`src/rtl/imem_loader_if.sv`:
```
// imem_loader_if
//   Byte-stream load channel between a program host and imem_loader.
//   Signals:
//     in_valid  host -> loader  byte on in_data is valid
//     in_data   host -> loader  program byte (instructions sent high byte first)
//     in_ready  loader -> host  loader accepts the byte this cycle
//   Modports: master (host side), slave (loader side).
interface imem_loader_if;
  logic       in_valid;
  logic [7:0] in_data;
  logic       in_ready;

  modport master (output in_valid, output in_data, input in_ready);
  modport slave  (input in_valid, input in_data, output in_ready);
endinterface

```
`src/rtl/imem_loader.sv`:
```
// imem_loader
//   Writable instruction memory with a byte-stream program loader. Pairs of
//   bytes (high first) are written to consecutive words; once the program is
//   sealed by a HALT word (16'h0000) the CPU fetches it through a
//   combinational PC-indexed read port.
//   Optional feature macro: IMEM_LOADER_CHECKSUM_EN
//     When defined, one extra byte follows the HALT word and must equal the
//     XOR of every preceding byte of the load, otherwise the load fails.
//   Parameters: DEPTH (words, 2..256), AW (PC / counter width)
//   Ports:
//     clk        system clock, rising edge
//     reset_n    asynchronous active-low reset
//     start      one-cycle pulse, begins or restarts a load
//     ld         byte load channel (imem_loader_if.slave)
//     pc         fetch address
//     instr      instruction at pc, combinational, HALT when not fetchable
//     cpu_hold   keeps the CPU in reset while loading
//     done       program sealed and fetchable
//     err        load failed
//     word_count words written in the current or last load
module imem_loader #(
  parameter int DEPTH = 32,
  parameter int AW    = 8
) (
  input  logic            clk,
  input  logic            reset_n,
  input  logic            start,
  imem_loader_if.slave    ld,
  input  logic [AW-1:0]   pc,
  output logic [15:0]     instr,
  output logic            cpu_hold,
  output logic            done,
  output logic            err,
  output logic [AW-1:0]   word_count
);

  localparam int          IW      = (DEPTH > 1) ? $clog2(DEPTH) : 1;
  localparam logic [AW:0] DEPTH_W = (AW+1)'(DEPTH);

  typedef enum logic [2:0] {
    IDLE,
    HI,
    LO,
    WRITE,
`ifdef IMEM_LOADER_CHECKSUM_EN
    CHK,
`endif
    DONE
  } state_t;

  state_t          state_q, state_d;
  logic [AW-1:0]   word_count_q, word_count_d;
  logic            err_q, err_d;
  logic [7:0]      hi_q, lo_q;
  logic            hi_ld, lo_ld, mem_we, accept;
  logic [AW-1:0]   wc_inc;
  logic [15:0]     mem [DEPTH];
`ifdef IMEM_LOADER_CHECKSUM_EN
  logic [7:0]      chk_q, chk_d;
`endif

  assign accept = ld.in_valid & ld.in_ready;
  assign wc_inc = word_count_q + 1'b1;

  always_comb begin
    ld.in_ready = (state_q == HI) || (state_q == LO);
    cpu_hold    = (state_q == HI) || (state_q == LO) || (state_q == WRITE);
`ifdef IMEM_LOADER_CHECKSUM_EN
    ld.in_ready = ld.in_ready || (state_q == CHK);
    cpu_hold    = cpu_hold || (state_q == CHK);
`endif
  end

  assign done       = (state_q == DONE) && !err_q;
  assign err        = err_q;
  assign word_count = word_count_q;

  always_ff @(posedge clk or negedge reset_n) begin
    if (!reset_n) begin
      state_q      <= IDLE;
      word_count_q <= '0;
      err_q        <= 1'b0;
`ifdef IMEM_LOADER_CHECKSUM_EN
      chk_q        <= '0;
`endif
    end else begin
      state_q      <= state_d;
      word_count_q <= word_count_d;
      err_q        <= err_d;
`ifdef IMEM_LOADER_CHECKSUM_EN
      chk_q        <= chk_d;
`endif
    end
  end

  // start wins over every other transition, including a byte offered in the
  // same cycle.
  always_comb begin
    state_d      = state_q;
    word_count_d = word_count_q;
    err_d        = err_q;
    hi_ld        = 1'b0;
    lo_ld        = 1'b0;
    mem_we       = 1'b0;
`ifdef IMEM_LOADER_CHECKSUM_EN
    chk_d        = chk_q;
`endif
    if (start) begin
      state_d      = HI;
      word_count_d = '0;
      err_d        = 1'b0;
`ifdef IMEM_LOADER_CHECKSUM_EN
      chk_d        = '0;
`endif
    end else begin
      unique case (state_q)
        IDLE: ;
        HI: if (accept) begin
          hi_ld   = 1'b1;
          state_d = LO;
`ifdef IMEM_LOADER_CHECKSUM_EN
          chk_d   = chk_q ^ ld.in_data;
`endif
        end
        LO: if (accept) begin
          lo_ld   = 1'b1;
          state_d = WRITE;
`ifdef IMEM_LOADER_CHECKSUM_EN
          chk_d   = chk_q ^ ld.in_data;
`endif
        end
        WRITE: begin
          mem_we       = 1'b1;
          word_count_d = wc_inc;
          if ({hi_q, lo_q} == 16'h0000) begin
`ifdef IMEM_LOADER_CHECKSUM_EN
            state_d = CHK;
`else
            state_d = DONE;
`endif
          end else if ({1'b0, wc_inc} == DEPTH_W) begin
            // Memory full without a HALT: the program cannot be sealed.
            err_d   = 1'b1;
            state_d = DONE;
          end else begin
            state_d = HI;
          end
        end
`ifdef IMEM_LOADER_CHECKSUM_EN
        CHK: if (accept) begin
          err_d   = (ld.in_data != chk_q);
          state_d = DONE;
        end
`endif
        DONE: ;
        default: state_d = IDLE;
      endcase
    end
  end

  // Byte holding registers and the array carry data only and are not reset.
  always_ff @(posedge clk) begin
    if (hi_ld)  hi_q <= ld.in_data;
    if (lo_ld)  lo_q <= ld.in_data;
    if (mem_we) mem[word_count_q[IW-1:0]] <= {hi_q, lo_q};
  end

  // Fetches outside the sealed program read as HALT.
  always_comb begin
    instr = 16'h0000;
    if (done && (pc < word_count_q)) instr = mem[pc[IW-1:0]];
  end

endmodule

```
`src/flat_wrapper.sv`:
```
// flat-port wrapper written by rule: the top's interface ports become plain ports
module imem_loader_flat 
#(
  parameter int DEPTH = 32,
  parameter int AW    = 8
)
  (clk, reset_n, start, pc, instr, cpu_hold, done, err, word_count, ld_in_valid, ld_in_data, ld_in_ready);
  imem_loader_if ld_i ();
  input  logic clk;
  input  logic reset_n;
  input  logic start;
  input  logic [AW-1:0] pc;
  output logic [15:0] instr;
  output logic cpu_hold;
  output logic done;
  output logic err;
  output logic [AW-1:0] word_count;
  input wire logic [$bits(ld_i.in_valid)-1:0] ld_in_valid;
  input wire logic [$bits(ld_i.in_data)-1:0] ld_in_data;
  output wire logic [$bits(ld_i.in_ready)-1:0] ld_in_ready;
  assign ld_i.in_valid = ld_in_valid;
  assign ld_i.in_data = ld_in_data;
  assign ld_in_ready = ld_i.in_ready;
  imem_loader #(.DEPTH(DEPTH), .AW(AW)) u_core (.clk(clk), .reset_n(reset_n), .start(start), .ld(ld_i), .pc(pc), .instr(instr), .cpu_hold(cpu_hold), .done(done), .err(err), .word_count(word_count));
endmodule
```
`config.mk`:
```
export PLATFORM = sky130hd
export DESIGN_NAME = imem_loader_flat
export DESIGN_NICKNAME = d
export VERILOG_FILES = /design/src/rtl/imem_loader_if.sv /design/src/rtl/imem_loader.sv /design/src/flat_wrapper.sv
export SDC_FILE = /design/constraint.sdc
export NUM_CORES = 1
export LEC_CHECK = 0
export CORE_ASPECT_RATIO = 1.2
export CORE_MARGIN = 2
export CORE_UTILIZATION = 53
export DETAILED_ROUTE_END_ITERATION = 10
export PLACE_DENSITY = 0.7
export SYNTH_ARGS = -nofsm -noshare
export SYNTH_HDL_FRONTEND = slang
export SYNTH_SLANG_ARGS = --single-unit
```
`constraint.sdc`:
```
create_clock -name clk -period 2.97 [get_ports clk]
set_input_delay 0.297 -clock clk [delete_from_list [all_inputs] [get_ports clk]]
set_output_delay 0.297 -clock clk [all_outputs]
set_load 0.05 [all_outputs]
```
After elaboration in Yosys (flattened, before gate mapping)
Memories as Yosys holds them, arrays and structs flattened.
Cells that the tools add are included.

cells by class
  add/sub/neg operators = 1
  multipliers = 0
  divide/modulo/power cells = 0
  $lt $le $gt $ge = 1
  eq/ne operators = 9
  shift-type cells = 0
  multiplexer cells = 22
  bitwise operators = 1
  reduce and logical (&&, ||, !) cells = 12

operator list
  cell                                                                     count
  16-bit logical NOT                                                       1
  16-bit 2-to-1 mux                                                        1
  8-bit 2-to-1 mux                                                         2
  3-bit 2-to-1 mux                                                         5
  1-bit 2-to-1 mux                                                         13
  3-bit case mux with 4 select lines                                       1
  8-bit by 1-bit adder with 8-bit output, second input constant            1
  8-bit by 6-bit == test with 1-bit output, second input constant          1
  8-bit < comparator                                                       1
  3-bit by 2-bit == test with 1-bit output, second input constant          2
  3-bit by 2-bit inequality test with 1-bit output, second input constant  2
  3-bit AND reduction                                                      2
  2-bit nonzero test                                                       2
  3-bit by 1-bit == test with 1-bit output, second input constant          1
  3-bit == test, second input constant                                     1
  3-bit logical NOT                                                        1
  1-bit logical AND                                                        2
  1-bit logical OR                                                         2
  2-bit by 1-bit inequality test with 1-bit output, second input constant  1
  2-bit inequality test, second input constant                             1
  2-bit OR reduction                                                       1
  1-bit AND                                                                1
  1-bit logical NOT                                                        1

word-level totals
  bits in registers = 28
  bits in latches = 0
  RAM bits = 512
  memory bits (read-only) = 0
  input port bits = 20
  memories kept = 1

memory list
  memory      depth  bits a word  read ports  clocked after memory_dff  wr ports  RTL line           RTL
  u_core.mem  32     16           1           0                         1         imem_loader.sv:57  logic [15:0] mem [DEPTH];

Longest topological paths before layout
Gate-level depths: netlist of run 1.

  word-level depth = 6
  depth in mapped cells = 9
  depth with buffers taken out = 7

Worst setup path after synthesis of run 1
Ideal clock, no wire load.

  kind = register to output
  start point = register u_core.word_count_q[4], in the netlist u_core.word_count[4]
  end point = output port instr[14]
  arrival time = 3.066 ns
  data required time = 2.673 ns
  slack = -0.393 ns
  cell stages (with the launch flop) = 8
  buffers on the path = 0
  cell sequence = dfrtp_1 clkinv_1 ha_1 a21oi_1 o21ai_0 nor3_1 nand2_1 a221oi_1

on the way
  cells in the longest elaborated chain, start to end = 3

RTL lines
  what                    RTL line            RTL
  start, declared         imem_loader.sv:52   logic [AW-1:0] word_count_q, word_count_d;
  start signal, assigned  imem_loader.sv:88   word_count_q <= word_count_d;
  8-bit < comparator      imem_loader.sv:171  if (done && (pc < word_count_q)) instr = mem[pc[IW-1:0]];
  1-bit logical AND       imem_loader.sv:171
  16-bit 2-to-1 mux       imem_loader.sv:171
  end, declared           flat_wrapper.sv:13  output logic [15:0] instr;

No other way between the ends.

Final worst setup path of run 1
  start point = register u_core.word_count_q[1], in the netlist u_core.word_count[1]
  end point = output port instr[13]

The elaborated chain is that of the path after synthesis.

==> results.json, run 1 <==
{
  "status": "completed",
  "grt_usage_pct": 22.51,
  "nFillCells": 2730,
  "place_congestion": 0.8052,
  "ys.flop_type": "edfxtp_1",
  "antenna_found_initial": 0,
  "totalWireLength_um": 46070,
  "cts_sinks": 540,
  "seqCellArea_um2": 16160,
  "cts_buffers": 49,
  "rows": 80,
  "worst_pin_slew_ps": 1197,
  "die_w_um": 186.6,
  "syn_nets": 985,
  "die_height_um": 223.1,
  "final_common_cell": "edfxtp_1",
  "cpPeakStageDelay_ps": 400,
  "ant_nets": 0,
  "die-area_um2": 41620,
  "seq_area_frac_synth_pct": 76.21,
  "area_growth_pct": 15.94,
  "cp_cell_sequence": "inv_2, ha_1, o21ai_0, nor2_1, o31ai_4, buf_12, nand3b_4, o22ai_2, buf_6",
  "slew_violations": 0,
  "insertion_delay_ps": 550,
  "period_needed_ps": 2897,
  "final_util_pct": 62.00,
  "synth_simple_gate_area_share_pct": 2.367,
  "fin_ws_ps": 73.47,
  "synth_adder_area_share_pct": 0.7083,
  "synth_compound_area_share_pct": 3.772,
  "dpl_worst_slack_ps": 106.5,
  "multiInputGateArea_um2": 4792,
  "fp.coreArea_um2": 39640,
  "routed-via-count": 10350,
  "ir_drop_mv": 0.3694,
  "final_cell_mix": "edfxtp_1, mux4_2, buf_4",
  "htree_levels": 2,
  "first_pass_iters": 5,
  "synthXorXnorAreaFrac_pct": 0.4545,
  "netlist_area_um2": 21200,
  "cts_buffer_depth": 3,
  "via_per_inst": 6.174,
  "synth_top_family_by_area": "multiplexers",
  "cts_tree": "done",
  "max_cap_violations": 0,
  "fin_skew_ps": 12.26,
  "grt_pass1_wl_um": 68280,
  "leakage_nw": 7.921,
  "cts_root_buf": "clkbuf_16",
  "synth_edf_count": 528,
  "clkTransAtPathRegs_ps": 60,
  "place_area_um2": 22830,
  "route.detailed.drc": 0,
  "synthArstFlopShare_pct": 2.222,
  "required_ps": 2670,
  "synth-seq-cells": 540,
  "grt_pass1_vias": 10490,
  "setup_viol": 0,
  "antenna_cells": 0,
  "drtIter0Drc": 1110,
  "arrival_ps": 2600,
  "hold_viol_final": 0,
  "synth_mux_area_share_pct": 14.23,
  "ctsHoldBuffers": 0,
  "grt_start_max_net_pins": 37,
  "cp-end-kind": "output port",
  "period_share_pct": 97.53,
  "fmax_mhz": 345.2,
  "synth_cell_type_count": 51,
  "syn_area_per_cell_um2": 22.24,
  "initial_core_util_pct": 53.48,
  "rsz0062_at_grt": "yes",
  "slew_headroom_pct": 20.19,
  "critPathMaxFanout": 8,
  "drive_gt1_share_pct": 29.22,
  "design_area_um2": 24580,
  "routedWlPerCell_um": 27.49,
  "dpl.hpwl_um": 26820,
  "syn_inst": 953,
  "crit_type": "flop to output port",
  "setup.worst_path.start_class": "flop",
  "power_density_nw_per_um2": 601.9,
  "yosys_warnings": 0,
  "port_buffers": 47,
  "finalNetCount": 1139,
  "pin_count": 48,
  "hp-class": "input pin to async pin",
  "cp_slowest_cell": "dfrtp_1",
  "grt.overflow.total": 0
}
final timing paths:
check,start,endpoint,slack [ps],depth (start not counted)
worst max-delay path,u_core.word_count[1],instr[13],70,9
worst min-delay path,reset_n,u_core.state_q[0],120,1
worst max register to register,u_core.state_q[2],u_core.mem[4][0],570,5
worst min register to register,u_core.err,u_core.err,600,2
max in group asynchronous,reset_n,u_core.word_count[5],2420,1
min in group clk,ld_in_data[0],u_core.hi_q[0],330,1
cells in the mapped netlist, types with 10 or more instances:
cell type	number	area share, %
a221oi_1	28	1.2
a22o_1	27	1.1
buf_6	10	0.53
clkbuf_8	12	0.78
dfrtp_1	12	1.4
edfxtp_1	528	75
ha_1	12	0.71
mux4_1	33	4.1
mux4_2	95	10
nand2_1	19	0.34
nor2_1	55	0.97
o22ai_1	16	0.47
xnor2_1	11	0.45
critical path, delay by kind of cell (launching register included):
kind | cells | cell delay, ps
AOI/OAI and AO/OA | 3 | 650
adders and majority gates | 1 | 220
buffers and inverters | 3 | 450
DFF | 1 | 400
and+or+nand+nor | 2 | 320
sequential cells by signal, indices dropped and copies added, names as in the netlist:
signal,flops
u_core.mem,512
u_core.hi_q,8
u_core.lo_q,8
u_core.word_count,8
u_core.state_q,3
u_core.err,1
final cells by class:
| cell class | instances | area share (%) |
|---|---|---|
| clock inverter | 33 | 0.7942 |
| sequential | 540 | 65.75 |
| multi-input combinational | 357 | 19.50 |
| inverter | 10 | 0.1527 |
| tap | 533 | 2.714 |
| clock buffer | 54 | 5.066 |
| timing repair buffer | 149 | 6.028 |
where the power goes:
group | internal [W] | leakage [nW] | switching [W]
registers | 0.00831 | 4.91 | 0.0000228
logic | 0.000333 | 2.29 | 0.000386
clock network | 0.00311 | 0.721 | 0.00263
metal layers:
| metal | global-route usage, % | vias up | share of wire [%] |
|---|---|---|---|
| met4 | 5.888 | 0 | 2.4 |
| met3 | 2.784 | 77 | 6.8 |
| li1 | - | 4391 | - |
| met5 | 0 | - | 0 |
| met2 | 36.31 | 437 | 48 |
| met1 | 33.30 | 5442 | 42 |
cell families (layout without fill, tap and decap cells):
group	count (synthesis)	count (layout)
mux	129	129
compound gates	96	96
flops	540	540
buf+inv	58	246
xor+xnor	11	11
fa+ha+maj	12	12
simple gates	107	109
through the flow:
stage	power [W]	hold slack, ps	setup TNS, ps	cells
2_1_floorplan	0.008925	1.409	-2897	953
3_5_place_dp	0.009203	571.0	0	1580
5_1_grt	0.01521	139.7	-44.78	1676
3_3_place_gp	0.009194	570.4	0	1580
6_report	0.01479	119.4	0	1676
4_1_cts	0.01489	118.7	0	1675
timing repair:
action                                  in CTS  in global routing
endpoints found under the hold margin        0                  0
gates cloned                                 2                  0
endpoints found under the setup margin      15                 16
setup buffers                                6                  1
pin swaps                                   12                  4
gates resized for setup                     30                 12
(Power assumes the default switching activity.)
==> run 2, diff against run 1 <==
--- a/config.mk
+++ b/config.mk
@@ -5,7 +5,6 @@
 export SDC_FILE = /design/constraint.sdc
 export NUM_CORES = 1
 export LEC_CHECK = 0
-export CORE_ASPECT_RATIO = 1.2
 export CORE_MARGIN = 2
 export CORE_UTILIZATION = 53
 export DETAILED_ROUTE_END_ITERATION = 10
==> results.json, run 2 (synthesis results as in run 1) <==
{
  "status": "completed",
  "critPathMaxFanout": 6,
  "r2r-end": "u_core.mem[21][6]",
  "p_int_w": 0.01198,
  "setup_viol": 0,
  "first_pass_iters": 7,
  "period_needed_ps": 2920,
  "antenna_found_initial": 0,
  "dpl.hpwl_um": 27150,
  "final_common_cell": "edfxtp_1",
  "p_clk_share_pct": 39.6,
  "fin_cells": 1679,
  "routed-via-count": 10450,
  "required_ps": 2670,
  "htree_levels": 2,
  "drive_gt1_share_pct": 28.34,
  "grt.overflow.total": 0,
  "slew_headroom_pct": 23.08,
  "fin_total_pwr_w": 0.01502,
  "leakage_nw": 7.954,
  "dp.cells": 1573,
  "insertion_delay_ps": 570,
  "cts_sinks": 540,
  "holdWs_ps": 96.00,
  "final_cell_mix": "edfxtp_1, buf_4, mux4_2",
  "cp-end-kind": "output port",
  "max_cap_violations": 0,
  "cts_buffer_depth": 3,
  "ir_drop_mv": 0.4860,
  "arrival_ps": 2620,
  "via_per_inst": 6.222,
  "fin_ws_ps": 49.84,
  "fp.coreArea_um2": 39640,
  "switching_share_pct": 20.25,
  "routedWlPerCell_um": 28.07,
  "switching_power_w": 0.003043,
  "cts_tree": "done",
  "hp-class": "input pin to async pin",
  "largest_reg_flops": 512,
  "seqCellArea_um2": 16160,
  "nFillCells": 2705,
  "clkTransAtPathRegs_ps": 70,
  "slew_violations": 0,
  "cts_buffers": 52,
  "die_w_um": 204.0,
  "finalNetCount": 1147,
  "seqPwrFrac_pct": 55.5,
  "area_growth_pct": 16.27,
  "place_congestion": 0.7985,
  "port_buffers": 47,
  "worstReg2RegStart": "u_core.state_q[2]",
  "initial_core_util_pct": 53.48,
  "tns_ps": 0,
  "rr_worst_depth": 5,
  "route.detailed.drc": 0,
  "fin_skew_ps": 17.88,
  "fmax_mhz": 342.4,
  "p_comb_share_pct": 4.9,
  "grt_usage_pct": 22.89,
  "grt_start_max_net_pins": 58,
  "ant_nets": 0,
  "cts_root_buf": "clkbuf_16",
  "setup.worst_path.start_class": "flop",
  "rows": 73,
  "r2r_setup_slack_ps": 610,
  "die-area_um2": 41610,
  "die_height_um": 204.0,
  "pin_count": 48,
  "antenna_cells": 0,
  "power_density_nw_per_um2": 609.5,
  "grt_pass1_vias": 10490,
  "period_share_pct": 98.32,
  "hold_viol_final": 0,
  "totalWireLength_um": 47130,
  "dpl_worst_slack_ps": 96.22,
  "drtIter0Drc": 1006,
  "worst_pin_slew_ps": 1154,
  "grt_pass1_wl_um": 68630,
  "crit_type": "flop to output port",
  "multiInputGateArea_um2": 4785
}
==> run 2: power groups by stage <==
stage	combinational [W]	sequential [W]	clock [W]
floorplan	0.000408	0.00852	0
global placement	0.000703	0.00850	0
detailed placement	0.000707	0.00850	0
CTS	0.000715	0.00834	0.00606
global route	0.000772	0.00834	0.00634
finish	0.000732	0.00834	0.00595
==> run 2: worst max-delay path by stage <==
stage / depth (start not counted) / end / startpoint / slack (ps)
floorplan: 8 / instr[10] / u_core.word_count[4] / -230
global placement: 8 / instr[7] / pc[2] / 190
detailed placement: 8 / instr[12] / pc[2] / 100
CTS: 9 / instr[7] / u_core.word_count[5] / -20
global route: 9 / instr[13] / u_core.word_count[7] / -40
finish: 9 / instr[13] / u_core.word_count[7] / 50
==> run 2: cell type report <==
class,instances,share of cell area (%)
Multi-Input combinational cell,357,19.41
Timing Repair Buffer,154,6.046
Sequential cell,540,65.56
Tap cell,525,2.665
Clock buffer,65,5.564
Clock inverter,28,0.5990
Inverter,10,0.1523
==> run 2: routing by layer <==
| layer | global-route usage (%) | share of wire (%) |
|---|---|---|
| met1 | 34.74 | 43 |
| met2 | 34.86 | 48 |
| met3 | 4.273 | 7.8 |
| met4 | 5.849 | 1.8 |
| met5 | 0 | 0 |
==> run 2: metrics by stage <==
stage                     cell area (um^2)  utilization, %
after floorplan                      21200               -
after global placement               22800           57.52
after detailed placement             22800           57.52
after CTS                            24370           61.49
after global routing                 24650           62.18
final                                24650           62.18
==> run 2: worst max-delay path, stage by stage (launching register included) <==
cell	delay, ps
dfrtp_1	430
inv_2	130
ha_4	220
a21oi_2	110
o21ai_0	80
nor3_1	140
buf_4	270
nand3b_4	160
o22ai_1	260
buf_4	250
==> run 2: repair_timing <==
action                                  CTS  global route
buffers inserted                          1            10
endpoints found under the hold margin     0             0
hold buffers                              0             0
gates cloned                              0             2
pin swaps                                 2             9
endpoints found under the setup margin   15            16
gates resized for setup                   6            35
